$ cat config.mk
export PLATFORM = sky130hd
export DESIGN_NAME = demux_1_4_stream
export DESIGN_NICKNAME = d
export VERILOG_FILES = /design/src/rtl/demux_1_4_stream_pkg.sv /design/src/rtl/demux_slot.sv /design/src/rtl/demux_1_4_stream.sv
export SDC_FILE = /design/constraint.sdc
export NUM_CORES = 1
export LEC_CHECK = 0
export ABC_CLOCK_PERIOD_IN_PS = 1000
export CORE_MARGIN = 2
export CORE_UTILIZATION = 41
export CTS_BUF_LIST = sky130_fd_sc_hd__clkbuf_2
export DETAILED_ROUTE_END_ITERATION = 8
export PLACE_DENSITY = 0.75
export SYNTH_ARGS = -nofsm -noshare
export SYNTH_HDL_FRONTEND = slang
export SYNTH_SLANG_ARGS = --single-unit
$ cat constraint.sdc
create_clock -name clk -period 1 [get_ports clk]
set_input_delay 0.1 -clock clk [delete_from_list [all_inputs] [get_ports clk]]
set_output_delay 0.1 -clock clk [all_outputs]
set_load 0.005 [all_outputs]
$ cat src/rtl/demux_1_4_stream_pkg.sv
// rtl/demux_1_4_stream_pkg.sv - shared types and constants for demux_1_4_stream
package demux_1_4_stream_pkg;

  localparam int NUM_OUT = 4;

  typedef logic [1:0] dest_t;

  typedef enum logic {SLOT_EMPTY, SLOT_FULL} slot_state_t;

endpackage

$ cat src/rtl/demux_slot.sv
// rtl/demux_slot.sv - one-entry output register slice for one demux destination
module demux_slot
  import demux_1_4_stream_pkg::*;
#(
  parameter int WIDTH = 8
) (
  input  logic             clk,
  input  logic             rst,
  input  logic             load,
  input  logic [WIDTH-1:0] data_in,
  input  logic             ready,
  output logic             valid,
  output logic [WIDTH-1:0] data_out
);

  slot_state_t state;

  // Load wins over drain, so a drain and load in the same cycle keeps the slot full.
  always_ff @(posedge clk) begin
    if (rst) begin
      state    <= SLOT_EMPTY;
      data_out <= '0;
    end else if (load) begin
      state    <= SLOT_FULL;
      data_out <= data_in;
    end else if (state == SLOT_FULL && ready) begin
      state    <= SLOT_EMPTY;
    end
  end

  assign valid = (state == SLOT_FULL);

endmodule

$ cat src/rtl/demux_1_4_stream.sv
// rtl/demux_1_4_stream.sv - registered 1:4 stream demux; DEMUX_1_4_STREAM_RR_EN selects round-robin steering
module demux_1_4_stream
  import demux_1_4_stream_pkg::*;
#(
  parameter int WIDTH = 8
) (
  input  logic             clk,
  input  logic             rst,
  input  logic             in_valid,
  output logic             in_ready,
  input  logic [WIDTH-1:0] in_data,
  input  logic [1:0]       in_sel,
  output logic [3:0]       out_valid,
  input  logic [3:0]       out_ready,
  output logic [WIDTH-1:0] out_data0,
  output logic [WIDTH-1:0] out_data1,
  output logic [WIDTH-1:0] out_data2,
  output logic [WIDTH-1:0] out_data3
);

  dest_t            dest;
  logic             accept;
  logic [WIDTH-1:0] slot_data [NUM_OUT];

`ifdef DEMUX_1_4_STREAM_RR_EN
  dest_t rr_ptr;
  logic  unused_sel;

  assign unused_sel = ^in_sel;
  assign dest       = rr_ptr;

  // Pointer only moves on an accepted beat; a stalled slot blocks the input.
  always_ff @(posedge clk) begin
    if (rst) begin
      rr_ptr <= '0;
    end else if (accept) begin
      rr_ptr <= rr_ptr + 2'd1;
    end
  end
`else
  assign dest = in_sel;
`endif

  assign in_ready = !out_valid[dest] || out_ready[dest];
  assign accept   = in_valid && in_ready;

  for (genvar k = 0; k < NUM_OUT; k++) begin : g_slot
    demux_slot #(.WIDTH(WIDTH)) u_slot (
      .clk      (clk),
      .rst      (rst),
      .load     (accept && (dest == dest_t'(k))),
      .data_in  (in_data),
      .ready    (out_ready[k]),
      .valid    (out_valid[k]),
      .data_out (slot_data[k])
    );
  end

  assign out_data0 = slot_data[0];
  assign out_data1 = slot_data[1];
  assign out_data2 = slot_data[2];
  assign out_data3 = slot_data[3];

endmodule

==> tab_implementation.tex <==
\begin{tabular}{lr}
\hline
Metric & Value \\
\hline
\multicolumn{2}{l}{\textbf{Drt}} \\
\quad 1st-iter DRT viols & 58 \\
\quad WL/cell & 14.2 microns \\
\quad Number of remaining DRC errors & 0 \\
\quad Final wirelength & approximately 3.7 mm \\
\quad Post-DRT Antenna Nets & 0 \\
\quad Post-DR vias/cell & 4.64 \\
\quad Total number of vias & around 1200 \\
\quad Initial DRT Pass Iterations & 4 \\
\multicolumn{2}{l}{\textbf{Setup path}} \\
\quad CP Data Required Time & 0.90 ns \\
\quad Sequence of cells on the critical path & nand2b\_4, mux4\_2, buf\_2 \\
\quad CP max-delay cell & sky130\_fd\_sc\_hd\_\_mux4\_2 \\
\quad Critical Path Start Type & flop \\
\quad Category of cells accounting for the largest share of critical-path delay & multiplexers \\
\quad Arrival time at the worst endpoint & 1.41 ns \\
\quad CP endpoint kind & output pin \\
\quad Worst-path maximum fanout & 2 \\
\quad Critical path buffer and inverter count & 1 \\
\quad Delay contributed by the slowest stage of the critical path & 0.46 ns \\
\quad Category of the critical setup timing path & reg -> out \\
\multicolumn{2}{l}{\textbf{Global routing}} \\
\quad Number of global-route vias before repair & 1156 \\
\quad Largest net degree at the start of global routing & 45 \\
\quad Number of antenna violations at the first check in global routing & 0 \\
\quad GRT overflow & 0 \\
\quad Global-route wire length before repair & 5.54 mm \\
\quad GR Util All Layers & roughly 18\% \\
\multicolumn{2}{l}{\textbf{STA}} \\
\quad Maximum clock frequency & 662 MHz \\
\quad Final period demand of the worst path & 1.51 ns \\
\quad Hold violation count in the final report & 0 \\
\quad Total of endpoints with negative setup slack in the final report & 29 \\
\quad Slack of the critical path & -0.511 ns \\
\quad Crit share post-route & 151\% \\
\quad Transition at the pin with the smallest max-transition slack & around 0.21 ns \\
\quad Max\_slew headroom & 86.2\% \\
\quad RSZ-0062 raised after global routing & yes \\
\quad Number of pins exceeding their max-slew limit in the final report & 0 \\
\quad Maximum clock skew at final layout & 0.0130 ns \\
\multicolumn{2}{l}{\textbf{Placed design}} \\
\quad Count of port buffers added during placement & 53 \\
\quad Placement Cell Area & 2140 sq um \\
\quad GP Congestion & 0.809 \\
\quad Worst slack after detailed placement & -0.694 ns \\
\quad Detailed-placement wirelength estimate & 2.40 mm \\
\quad Number of cells after detailed placement & 237 \\
\multicolumn{2}{l}{\textbf{Synth}} \\
\quad Area fraction in compound gates after synthesis & 1.34\% \\
\quad Part of the Yosys area used for sequential elements & around half \\
\quad Combinational family with the most area after synthesis & multiplexers \\
\quad Dominant cell type by area after synthesis & sky130\_fd\_sc\_hd\_\_dfxtp\_1 \\
\quad Total nets after synthesis & 151 \\
\quad Ys Warns & 0 \\
\quad Share of synthesized cell area in full adder, half adder and majority cells & 0\% \\
\quad Avg Synthesized Cell Area & 11.1 sq um \\
\quad Gate count after technology mapping & around 130 \\
\quad Fraction of synthesized area in multiplexers & 22.9\% \\
\quad Post-synthesis xor/xnor area fraction & 0\% \\
\quad Top-area cell type share of the netlist area & 48.2\% \\
\quad Simple-gate portion of the synthesized area & 22.7\% \\
\quad Number of storage elements in the synthesis netlist & 36 \\
\quad Number of distinct library cells after synthesis & 14 \\
\quad Most area-consuming cells after synthesis & sky130\_fd\_sc\_hd\_\_dfxtp\_1, sky130\_fd\_sc\_hd\_\_mux2i\_1, sky130\_fd\_sc\_hd\_\_nand2b\_1 \\
\quad Post-Synthesis Cell Area & 1490 sq um \\
\multicolumn{2}{l}{\textbf{Finish}} \\
\quad \# diodes & 0 \\
\quad Non-filler cells in the finished layout & 261 \\
\quad Post-route cell area & 2270 sq um \\
\quad Layout Nets & 231 \\
\quad Fraction of layout cells with a size suffix above 1 & a little over half \\
\quad Leading cell types in the layout, fill and taps excluded & sky130\_fd\_sc\_hd\_\_nand2b\_1, sky130\_fd\_sc\_hd\_\_dfxtp\_2, sky130\_fd\_sc\_hd\_\_mux2i\_1 \\
\quad Leading cell type in the layout, fill and taps excluded & sky130\_fd\_sc\_hd\_\_nand2b\_1 \\
\quad Syn-to-layout area delta & 52.2\% \\
\quad Post-Route Utilization & 66.6\% \\
\multicolumn{2}{l}{\textbf{Clocking}} \\
\quad H-tree depth & 2 \\
\quad CTS Root Cell & sky130\_fd\_sc\_hd\_\_clkbuf\_2 \\
\quad Num CTS Buffers & 5 \\
\quad Clock tree buffer depth & 2 \\
\quad Clock transition time at the flip-flop clock pins of the worst setup and hold paths & 0.17 ns \\
\quad Clock network latency to the later pin of the worst-skew pair & 0.36 ns \\
\quad Clock sink count & 36 \\
\quad Number of buffers inserted by hold repair at cts & 0 \\
\quad TritonCTS clock tree & done \\
\multicolumn{2}{l}{\textbf{Floorplan}} \\
\quad Vertical extent of the die & 64.4 microns \\
\quad Die Width & approximately 64 microns \\
\quad Standard-cell rows & 21 \\
\quad Area of the die & 4140 sq um \\
\quad Initial core utilization & 43.7\% \\
\quad Total I/O pin count & 54 \\
\quad Area of the core & 3420 sq um \\
\multicolumn{2}{l}{\textbf{Power}} \\
\quad Leak pwr & about 0.0011 uW \\
\quad Overall power of the completed layout & 2580 uW \\
\quad Largest vdd supply drop & just under 0.8 mV \\
\quad Power density cells & 1130 nW/um\^{}2 \\
\multicolumn{2}{l}{\textbf{Status}} \\
\quad Result of the run & finished with violations \\
\quad Failing checks & negative setup slack \\
\multicolumn{2}{l}{\textbf{Hold path}} \\
\quad Type of the tightest min-delay check & in -> reg \\
\multicolumn{2}{l}{\textbf{Run}} \\
\quad Count of max-cap constraint violations & 0 \\
\hline
\end{tabular}
==> final timing paths <==
path,startpoint,to,slack [ns],depth (start not counted)
max reg2reg,g_slot[2].u_slot.valid$_SDFFE_PP0P_,g_slot[2].u_slot.data_out[7]$_SDFFE_PP0P_,-0.16,5
max,g_slot[3].u_slot.valid$_SDFFE_PP0P_,in_ready,-0.51,3
min,in_sel[0],g_slot[3].u_slot.valid$_SDFFE_PP0P_,0.28,4
min reg2reg,g_slot[2].u_slot.data_out[5]$_SDFFE_PP0P_,g_slot[2].u_slot.data_out[5]$_SDFFE_PP0P_,0.48,2
==> flip-flops by register name, indices dropped and copies added (netlist names) <==
name                    flops
g_slot.u_slot.valid         4
g_slot.u_slot.data_out     32
==> synth_stat cells <==
cell,n
sky130_fd_sc_hd__nand2b_1,43
sky130_fd_sc_hd__dfxtp_1,36
sky130_fd_sc_hd__mux2i_1,32
sky130_fd_sc_hd__buf_4,6
sky130_fd_sc_hd__a21oi_1,4
sky130_fd_sc_hd__clkbuf_1,4
sky130_fd_sc_hd__nand4b_1,2
sky130_fd_sc_hd__and4_1,1
sky130_fd_sc_hd__buf_6,1
sky130_fd_sc_hd__mux4_2,1
sky130_fd_sc_hd__nand2_4,1
sky130_fd_sc_hd__nand2b_4,1
sky130_fd_sc_hd__nand4_1,1
sky130_fd_sc_hd__nor3b_2,1
==> stage by stage <==
step                setup TNS, ns  hold WS [ns]
CTS                         -3.28         0.338
global route                -5.29         0.282
finish                      -3.75         0.284
global placement           -12.75         0.461
floorplan                       0         0.300
detailed placement         -13.32         0.465
==> report_power, final <==
group | internal (uW) | switching [uW]
Combinational | 251 | 159
Clock | 188 | 459
Sequential | 1490 | 27.9
Total | 1930 | 646
==> cell families after synthesis <==
logic type | after synthesis
AND/OR/NAND/NOR | 50
flip-flops | 36
AO/OA/AOI/OAI | 4
multiplexers | 33
buffers and inverters | 11
==> area by class of cell <==
| cell class | instances | area [sq um] |
|---|---|---|
| tap | 46 | 57.6 |
| sequential | 36 | 766 |
| clock inverter | 1 | 3.75 |
| timing repair buffer | 83 | 673 |
| fill | 295 | 1140 |
| clock buffer | 7 | 35.0 |
| multi-input combinational | 88 | 738 |
==> routing by layer <==
| metal | vias to the layer above | wire length (microns) | track usage [%] |
|---|---|---|---|
| met5 | - | 0 | 0 |
| met4 | 0 | 40 | 5.59 |
| met3 | 6 | 224 | 5.46 |
| met2 | 39 | 1850 | 30.5 |
| met1 | 558 | 1590 | 20.6 |
| li1 | 609 | - | - |
==> worst reg2reg max path: cells and delay by family (launching register included) <==
family,cells,cell delay (ns)
flops,1,0.38
buf+inv,2,0.30
simple gates,2,0.24
mux,1,0.19
==> what timing repair did <==
action,4_1_cts,5_1_grt
cloned,0,1
pin swaps,3,3
endpoints found under the hold margin,0,0
setup buffers,12,5
resized for setup,198,9
endpoints found under the setup margin,68,42
Power figures use the tool's default switching activity.
